==> src/rtl/video_pattern_gen.sv <==
// Video timing generator with runtime-selectable test pattern, moving box and frame counter.
// Every output is registered from next-state coordinates so timing strobes and colour stay aligned.
module video_pattern_gen #(
   parameter int HRES       = 640,
   parameter int VRES       = 480,
   parameter int H_FP       = 16,
   parameter int H_SYNC     = 96,
   parameter int H_BP       = 48,
   parameter int V_FP       = 10,
   parameter int V_SYNC     = 2,
   parameter int V_BP       = 33,
   parameter bit H_POL      = 1'b0,
   parameter bit V_POL      = 1'b0,
   parameter int COORDSPC   = 16,
   parameter int COLSPC     = 10,
   parameter int CHECK_LOG2 = 5,
   parameter int BOX        = 32
) (
   input  logic                       video_clk_pix,
   input  logic                       rst_pix,
   input  logic [1:0]                 pattern,
   output logic                       video_enable,
   output logic                       hsync,
   output logic                       vsync,
   output logic                       line_start,
   output logic                       frame_start,
   output logic signed [COORDSPC-1:0] sx,
   output logic signed [COORDSPC-1:0] sy,
   output logic [COLSPC-1:0]          red,
   output logic [COLSPC-1:0]          green,
   output logic [COLSPC-1:0]          blue,
   output logic [15:0]                frame_count
);

   localparam logic signed [COORDSPC-1:0] ONE    = COORDSPC'(1);
   localparam logic signed [COORDSPC-1:0] ZERO   = COORDSPC'(0);
   localparam logic signed [COORDSPC-1:0] H_STA  = COORDSPC'(-(H_FP + H_SYNC + H_BP));
   localparam logic signed [COORDSPC-1:0] V_STA  = COORDSPC'(-(V_FP + V_SYNC + V_BP));
   localparam logic signed [COORDSPC-1:0] H_END  = COORDSPC'(HRES - 1);
   localparam logic signed [COORDSPC-1:0] V_END  = COORDSPC'(VRES - 1);
   localparam logic signed [COORDSPC-1:0] HS_BEG = COORDSPC'(-(H_SYNC + H_BP));
   localparam logic signed [COORDSPC-1:0] HS_END = COORDSPC'(-H_BP - 1);
   localparam logic signed [COORDSPC-1:0] VS_BEG = COORDSPC'(-(V_SYNC + V_BP));
   localparam logic signed [COORDSPC-1:0] VS_END = COORDSPC'(-V_BP - 1);
   localparam logic signed [COORDSPC-1:0] X_MAX  = COORDSPC'(HRES - BOX);
   localparam logic signed [COORDSPC-1:0] Y_MAX  = COORDSPC'(VRES - BOX);
   localparam logic signed [COORDSPC-1:0] BOX_W  = COORDSPC'(BOX);
   localparam logic signed [COORDSPC-1:0] BAR_W  = COORDSPC'(HRES / 8);

   logic signed [COORDSPC-1:0] sx_n, sy_n;
   logic signed [COORDSPC-1:0] box_x, box_y, box_x_n, box_y_n;
   logic                       dx_neg, dy_neg, dx_neg_n, dy_neg_n;
   logic [1:0]                 mode_q;
   logic                       en_n, in_box;
   logic [2:0]                 bar;
   logic [COLSPC-1:0]          red_n, green_n, blue_n;

   // raster position for the next cycle
   always_comb begin
      sx_n = sx + ONE;
      sy_n = sy;
      if (sx == H_END) begin
         sx_n = H_STA;
         sy_n = (sy == V_END) ? V_STA : sy + ONE;
      end
   end

   // box bounces: at an edge the direction flips and the step reverses in the same frame
   always_comb begin
      box_x_n  = box_x;
      box_y_n  = box_y;
      dx_neg_n = dx_neg;
      dy_neg_n = dy_neg;
      if (!dx_neg) begin
         if (box_x >= X_MAX) begin dx_neg_n = 1'b1; box_x_n = box_x - ONE; end
         else                       box_x_n = box_x + ONE;
      end else begin
         if (box_x <= ZERO) begin dx_neg_n = 1'b0; box_x_n = box_x + ONE; end
         else                      box_x_n = box_x - ONE;
      end
      if (!dy_neg) begin
         if (box_y >= Y_MAX) begin dy_neg_n = 1'b1; box_y_n = box_y - ONE; end
         else                       box_y_n = box_y + ONE;
      end else begin
         if (box_y <= ZERO) begin dy_neg_n = 1'b0; box_y_n = box_y + ONE; end
         else                      box_y_n = box_y - ONE;
      end
   end

   // pixel colour for the next coordinate
   always_comb begin
      en_n    = !sx_n[COORDSPC-1] && !sy_n[COORDSPC-1];
      bar     = 3'($unsigned(sx_n) / $unsigned(BAR_W));
      in_box  = (sx_n >= box_x) && (sx_n < box_x + BOX_W) &&
                (sy_n >= box_y) && (sy_n < box_y + BOX_W);
      red_n   = '0;
      green_n = '0;
      blue_n  = '0;
      if (en_n) begin
         case (mode_q)
            2'd0: begin
               red_n   = COLSPC'(sx_n);
               green_n = COLSPC'(sx_n);
               blue_n  = COLSPC'(sx_n);
            end
            2'd1: begin
               red_n   = {COLSPC{~bar[1]}};
               green_n = {COLSPC{~bar[2]}};
               blue_n  = {COLSPC{~bar[0]}};
            end
            2'd2: begin
               red_n   = {COLSPC{sx_n[CHECK_LOG2] ^ sy_n[CHECK_LOG2]}};
               green_n = {COLSPC{sx_n[CHECK_LOG2] ^ sy_n[CHECK_LOG2]}};
               blue_n  = {COLSPC{sx_n[CHECK_LOG2] ^ sy_n[CHECK_LOG2]}};
            end
            default: begin
               red_n   = {COLSPC{in_box}};
               green_n = {COLSPC{in_box}};
               blue_n  = {COLSPC{in_box}};
            end
         endcase
      end
   end

   always_ff @(posedge video_clk_pix) begin
      if (rst_pix) begin
         sx           <= H_STA;
         sy           <= V_STA;
         line_start   <= 1'b1;
         frame_start  <= 1'b1;
         hsync        <= ~H_POL;
         vsync        <= ~V_POL;
         video_enable <= 1'b0;
         red          <= '0;
         green        <= '0;
         blue         <= '0;
         frame_count  <= '0;
         mode_q       <= 2'd0;
         box_x        <= ZERO;
         box_y        <= ZERO;
         dx_neg       <= 1'b0;
         dy_neg       <= 1'b0;
      end else begin
         sx           <= sx_n;
         sy           <= sy_n;
         line_start   <= (sx_n == H_STA);
         frame_start  <= (sx_n == H_STA) && (sy_n == V_STA);
         hsync        <= (sx_n >= HS_BEG && sx_n <= HS_END) ? H_POL : ~H_POL;
         vsync        <= (sy_n >= VS_BEG && sy_n <= VS_END) ? V_POL : ~V_POL;
         video_enable <= en_n;
         red          <= red_n;
         green        <= green_n;
         blue         <= blue_n;
         if (frame_start) begin
            frame_count <= frame_count + 16'd1;
            mode_q      <= pattern;
            box_x       <= box_x_n;
            box_y       <= box_y_n;
            dx_neg      <= dx_neg_n;
            dy_neg      <= dy_neg_n;
         end
      end
   end

endmodule
==> config.mk <==
export PLATFORM = sky130hd
export DESIGN_NAME = video_pattern_gen
export DESIGN_NICKNAME = d
export VERILOG_FILES = /design/src/rtl/video_pattern_gen.sv
export SDC_FILE = /design/constraint.sdc
export NUM_CORES = 1
export LEC_CHECK = 0
export CAP_MARGIN = 10
export CORE_ASPECT_RATIO = 1.2
export CORE_MARGIN = 8
export CORE_UTILIZATION = 35
export DETAILED_ROUTE_END_ITERATION = 7
export GPL_ROUTABILITY_DRIVEN = 1
export PLACE_DENSITY_LB_ADDON = 0.1
export SLEW_MARGIN = 20
export SYNTH_ARGS = -nofsm -noshare
export SYNTH_HDL_FRONTEND = slang
export SYNTH_SLANG_ARGS = --single-unit
==> constraint.sdc <==
create_clock -name video_clk_pix -period 10.42 [get_ports video_clk_pix]
set_clock_uncertainty 0.1 [all_clocks]
set_input_delay 1.042 -clock video_clk_pix [delete_from_list [all_inputs] [get_ports video_clk_pix]]
set_output_delay 1.042 -clock video_clk_pix [all_outputs]
set_load 0.01 [all_outputs]
# ---- Yosys cells after proc, flatten, opt, wreduce, memory -nomap -nowiden
# Cells that the tools add are included.
dict set report op_classes {
  div_mod_pow 1
  magnitude_cmp 12
  muxes 20
  n_eq_ne 6
  bitwise 5
  n_reduce_logical 11
  n_addsub 9
}
# op count
set op_table {}
lappend op_table {{16-bit 2-to-1 mux} 9}
lappend op_table {{10-bit case mux with 3 select lines} 3}
lappend op_table {{16-bit by 2-bit adder with 16-bit output (second input constant)} 4}
lappend op_table {{16-bit by 7-bit adder with 16-bit output (second input constant)} 2}
lappend op_table {{16-bit >= comparator} 2}
lappend op_table {{16-bit by 1-bit less-or-equal comparator with 1-bit output (second input constant)} 2}
lappend op_table {{16-bit by 7-bit less-or-equal comparator with 1-bit output (second input constant)} 2}
lappend op_table {{16-bit < comparator} 2}
lappend op_table {{16-bit by 2-bit subtractor with 16-bit output (second input constant)} 2}
lappend op_table {{16-bit by 1-bit adder with 16-bit output (second input constant)} 1}
lappend op_table {{16-bit by 7-bit divider with 16-bit output (second input constant)} 1}
lappend op_table {{16-bit by 10-bit equality test with 1-bit output (second input constant)} 1}
lappend op_table {{16-bit by 11-bit equality test with 1-bit output (second input constant)} 1}
lappend op_table {{16-bit by 7-bit equality test with 1-bit output (second input constant)} 1}
lappend op_table {{16-bit by 9-bit equality test with 1-bit output (second input constant)} 1}
lappend op_table {{16-bit by 10-bit >= comparator with 1-bit output (second input constant)} 1}
lappend op_table {{16-bit by 11-bit >= comparator with 1-bit output (second input constant)} 1}
lappend op_table {{16-bit by 7-bit >= comparator with 1-bit output (second input constant)} 1}
lappend op_table {{16-bit by 9-bit >= comparator with 1-bit output (second input constant)} 1}
lappend op_table {{1-bit 2-to-1 mux} 8}
lappend op_table {{1-bit logical AND} 7}
lappend op_table {{1-bit NOT} 4}
lappend op_table {{2-bit by 1-bit equality test with 1-bit output (second input constant)} 1}
lappend op_table {{2-bit equality test (second input constant)} 1}
lappend op_table {{4 further kinds} 5}
dict set report totals {
  output_inout_bits 83
  elab_cells 80
  in_bits 4
  register_bits 119
}

# ---- Longest topological paths before layout
dict set report depth {
  word_depth 7
  mapped_depth 24
  ltp_nobuf 22
}

# ---- Worst setup path after synthesis
# OpenSTA, ideal clock, no wires.
dict set report synth_path {
  path_kind {register to register}
  start {register sx[6]}
  end {register blue[1]}
  setup_slack_ps 5043
  path_stages_with_launch 24
  arrival_time_ps 5197
  n_path_buf 2
  required_time_ps 10240
  setup_time_ps 80
  synth_period_minus_slack_ps 5377
  path_cell_list {dfxtp_1 > buf_2 > or4b_1 > nor4_2 > and2_1 > clkbuf_1 > o21ai_0 > nand2_1 > o21ai_0 > ha_1 > nand3_1 > o221ai_1 > a21o_1 > a21oi_1 > o21bai_1 > a21oi_1 > o21ai_0 > a21oi_1 > o21ai_0 > nand2_1 > a31oi_1 > a2111oi_0 > a211oi_1 > o22ai_1}
}
dict set report synth_between {
  word_cells_on_any_way 20
  cone_classes {add/sub (1); div (1); order compare (4); eq/ne (1); mux (3); bitwise (3); reduce/logical (7)}
}
# item line
set synth_rtl {}
lappend synth_rtl {{start, declared} 27} ;# output logic signed [COORDSPC-1:0] sx,
lappend synth_rtl {{start signal, assigned} 144} ;# sx <= sx_n;
lappend synth_rtl {{16-bit by 11-bit equality test with 1-bit output (*)} 62} ;# if (sx == H_END) begin
lappend synth_rtl {{16-bit 2-to-1 mux (*)} 62}
lappend synth_rtl {{named net sy_n[3]} 50} ;# logic signed [COORDSPC-1:0] sx_n, sy_n;
lappend synth_rtl {{16-bit >= comparator} 95} ;# (sy_n >= box_y) && (sy_n < box_y + BOX_W);
lappend synth_rtl {{1-bit logical AND} 94} ;# in_box = (sx_n >= box_x) && (sx_n < box_x + BOX_W) &&
lappend synth_rtl {{1-bit logical AND (*)} 95}
lappend synth_rtl {{10-bit case mux with 3 select lines (*)} 100} ;# case (mode_q)
lappend synth_rtl {{end signal, assigned} 153} ;# blue <= blue_n;
lappend synth_rtl {{end, declared} 31} ;# output logic [COLSPC-1:0] blue,
# The timed path passes the listed nets; every way through them passes the cells marked *.
# A chain may end at the register's enable or synchronous reset.

# ---- Final worst setup path
dict set report layout_path {
  start {register sx[1]}
  end {register blue[0]}
}
dict set report layout_between {
  elab_chain_len 7
  word_cells_on_any_way 20
  cone_classes {add/sub (1); div (1); order compare (4); eq/ne (1); mux (3); bitwise (3); reduce/logical (7)}
}
# item
set layout_rtl {}
lappend layout_rtl {{branches (longest 7 deep; another with 16-bit by 2-bit adder with 16-bit output)}}
# Several ways; the timed one is not identified.

==> impl_results.md <==
- Via density: about 5.5
- Clk root buf: clkbuf_16
- Post-route ant nets: 0
- Initial antenna violation count: 0
- Critical-path cell list: ha_1 > and4_1 > and2_0 > nand2_1 > nand2_1 > clkinv_1 > ha_1 > nand4_1 > o21ai_0 > a21oi_1 > o21ai_0 > o41ai_1 > nand3_1 > a2111oi_2 > buf_4 > a311oi_1 > o22ai_1
- Crit Path Class: register to register
- GP Congestion: 0.868
- Ant. Diodes: 0
- Number of synthesized register bits: about 120
- Mapped Nets: ~1,200
- Hold Vio Cnt, Final: 0
- CTS clk-pin slew, worst paths: roughly 0.06 ns
- Static Leak: approximately 0.0038 uW
- Crit. End Element: register
- Row count: 63
- Reg power frac: between 20% and 30%
- Hold depth: 2
- Initial core utilization: 35.4%
- Synth Warn #: 0
- Post_cts resized: 0
- GR Util All Layers: around 18%
- # IOs: 87
- CTS tree: built
- Clk_lat worst skew: ~0.42 ns
- Net count, final: about 1,200
- Cell internal pwr: approximately 1200 uW
- Post-synth top area share: between 20% and 30%
- Synth Flop Type: dfxtp_1
- Clk buf depth: 2
- Min-delay worst type: register to register
- Period utilisation layout: around 53%
- Psw: 712 uW
- CP Data Required Time: 10.59 ns
- DIE HEIGHT: approximately 190 microns
- Vias in the first global route: slightly above 8,000
- Buffer count from post-CTS setup fixing: 0
- Die Wd: 160 microns
- First-pass DRT Iterations: 5
- Initial drt markers: 377
- CP max-delay cell: clkinv_1
- Crit-path max FO: 19
- Post-CTS Hold Fix Bufs: 0
- Outcome: complete, no violations
- Buf/Inv on CP: 2
- Fillers: 2,557
- Mean post-synth cell area: 7.92 sq um
- Net Sw Frac: between 30% and 40%
- Worst slew margin: about a third
- Peak VDD IR: approximately 0.31 mV
- Fin crit period: 5.53 ns
- Num CTS Buffers: 17
- Post-route DRC violation count: 0
- Global-route wire length before repair: 43,700 microns
- Share of cells above drive strength 1: under 10%
- Setup violators final: 0
- Cell family with most CP delay: simple AND/OR/NAND/NOR gates
- Max-slew violations: 0
- Max-cap violations: 0
- Pin count of the biggest net entering global routing: slightly above 80
- Synthesized instance count: approximately 1,100
- Final core occ: 42.3%
- Worst r2r path cells: 17
- Vias: around 8,200
- Crit. path cell count: 17
- Placed wire-length estimate: slightly below 20,000 microns
- Comb power frac: 38.1%
- Synthesized area: between 8000 and 9000 sq um
- Netlist cell types: between 90 and 100
- H-tree Lvls: 4
- Total power divided by cell area: 179 nW/um^2
- Crit path DAT: ~5.7 ns
- Total wire length: approximately 27,000 microns
- Cell taking the most area after synthesis: dfxtp_1
- Area of the core: between 20,000 and 25,000 sq um
- RSZ-0062 raised after global routing: no
- Number of synthesized flops with an enable pin: 0
- Ranking of synthesized cells by area: dfxtp_1 (27%), ha_1 (9.9%), xnor2_1 (6.6%)
- Wirelength per Cell: 17.8 microns
- Largest stage delay, worst path: approximately 0.65 ns
- IO buf count: 86
- Overflow left after global routing: 0
- Area growth syn-to-layout: 19.6%
- Clock net sink count: about 120
- Seq/Total Area, Yosys: between 20% and 30%
- Setup tns final: 0 ns
- Die outline area: 30,200 sq um
- Tightest Pin Transition: between 0.9 and 1 ns
- Clock power share: a little under a third
- Post-synthesis async set-or-reset flop share: 0%
- Startpoint types: register
- FMAX: 181 MHz
==> per-layer routing <==
metal	GRT usage, %	vias to the layer above	part of all wire (%)
met1	20.3	3934	43
li1	-	4083	-
met3	3.43	36	4.0
met2	32.0	196	51
met4	5.98	0	2.2
met5	0	-	0
==> worst reg2reg max path: cells and delay by family, from the launching register on <==
kind	cells	cell delay, ns
adder cells (fa/ha/maj)	2	0.81
flip-flops	1	0.45
AO/OA/AOI/OAI	7	1.42
AND/OR/NAND/NOR	6	1.76
buffers and inverters	2	0.84
==> per-stage QoR <==
step	cell area [sq um]	total power (uW)	setup WS, ns	cells	hold slack [ns]
global placement	9810	1280	4.95	1465	0.357
finish	10400	1870	4.89	1497	0.368
floorplan	8700	1130	5.04	1098	0.345
CTS	10400	1890	4.90	1497	0.373
detailed placement	9810	1280	4.91	1465	0.363
global route	10400	2010	4.37	1497	0.415
==> cells in the mapped netlist (5+ instances only) <==
library cell	n
o41ai_1	5
a21oi_1	58
dfxtp_1	119
o31ai_1	7
nor4_1	14
or4_1	5
nand2_1	89
or2_2	17
o2111ai_1	5
inv_1	56
mux2i_1	8
nand4_1	27
and3_1	17
and4_1	8
o22ai_1	13
xor2_1	24
nor2_1	110
nor3_1	26
nand3_1	67
o21ai_0	43
clkinv_1	7
a211oi_1	16
ha_1	69
nand2b_1	18
or3_1	13
o211ai_1	6
a21o_1	13
buf_2	10
xnor2_1	66
a31oi_1	6
nor2b_1	14
clkbuf_1	37
==> cells by family after synthesis <==
logic type                 after synthesis  share of synthesized area, %
and+or+nand+nor                        463                          28.3
xor gates and xnor gates                91                          9.25
buffers and inverters                  114                          5.17
muxes                                    9                          1.05
adders and majority gates               70                          10.0
AOI/OAI and AO/OA                      232                          18.7
DFF                                    119                          27.4
==> layout by cell type, fill, tap and decap left out, types with 4 or more instances in the layout <==
cell               n
or2_2             17
xnor2_1           66
xor2_1            24
a211oi_1          16
o31ai_1            7
and2_1             4
or3_1             13
and4_1             8
o2111ai_1          5
o211ai_1           6
o21a_1             4
or4_1              5
nor2b_1           14
ha_1              69
o21ai_0           43
inv_1             56
clkinv_1           7
nand3_1           67
nor3_1            26
and3_1            17
mux2i_1            8
clkdlybuf4s50_1   85
nor2_1           110
buf_4              7
nand4_1           27
a31oi_1            6
nor4_1            14
clkbuf_16         17
o41ai_1            5
dfxtp_1          118
clkinv_4           5
a21o_1            13
o22ai_1           13
a21oi_1           58
nand2b_1          18
nand2_1           89
==> path summary, 6_finish.rpt <==
path	startpoint	endpoint	slack [ns]
min reg2reg	box_x[15]$_SDFFE_PP0P_	box_x[15]$_SDFFE_PP0P_	0.37
min	box_x[15]$_SDFFE_PP0P_	box_x[15]$_SDFFE_PP0P_	0.37
max reg2reg	sx[1]$_SDFF_PP0_	blue[0]$_SDFF_PP0_	4.89
max	sx[1]$_SDFF_PP0_	blue[0]$_SDFF_PP0_	4.89
==> power groups by stage <==
stage	logic (uW)	registers [uW]	clock network, uW
finish	712	558	596
global placement	712	568	0
floorplan	581	544	0
detailed placement	711	568	0
global route	812	567	636
CTS	717	558	616
==> registers in the layout (all words and copies together), names as in the netlist, 2 cells and up <==
signal and count:
green 10, red 10, frame_count 16, box_y 16
mode_q 2, sy 16, sx 16, box_x 16
blue 10
==> layout make-up <==
| class | count | area [sq um] | share of cell area [%] |
|---|---|---|---|
| multi-input cells | 865 | 5870 | 56.5 |
| flip-flops and latches | 119 | 2380 | 22.9 |
| repair buffers | 93 | 908 | 8.74 |
| clock buffers | 19 | 443 | 4.26 |
| well taps | 325 | 407 | 3.91 |
| inverters | 63 | 236 | 2.27 |
| clock inverters | 13 | 149 | 1.43 |
(Power assumes the default switching activity.)
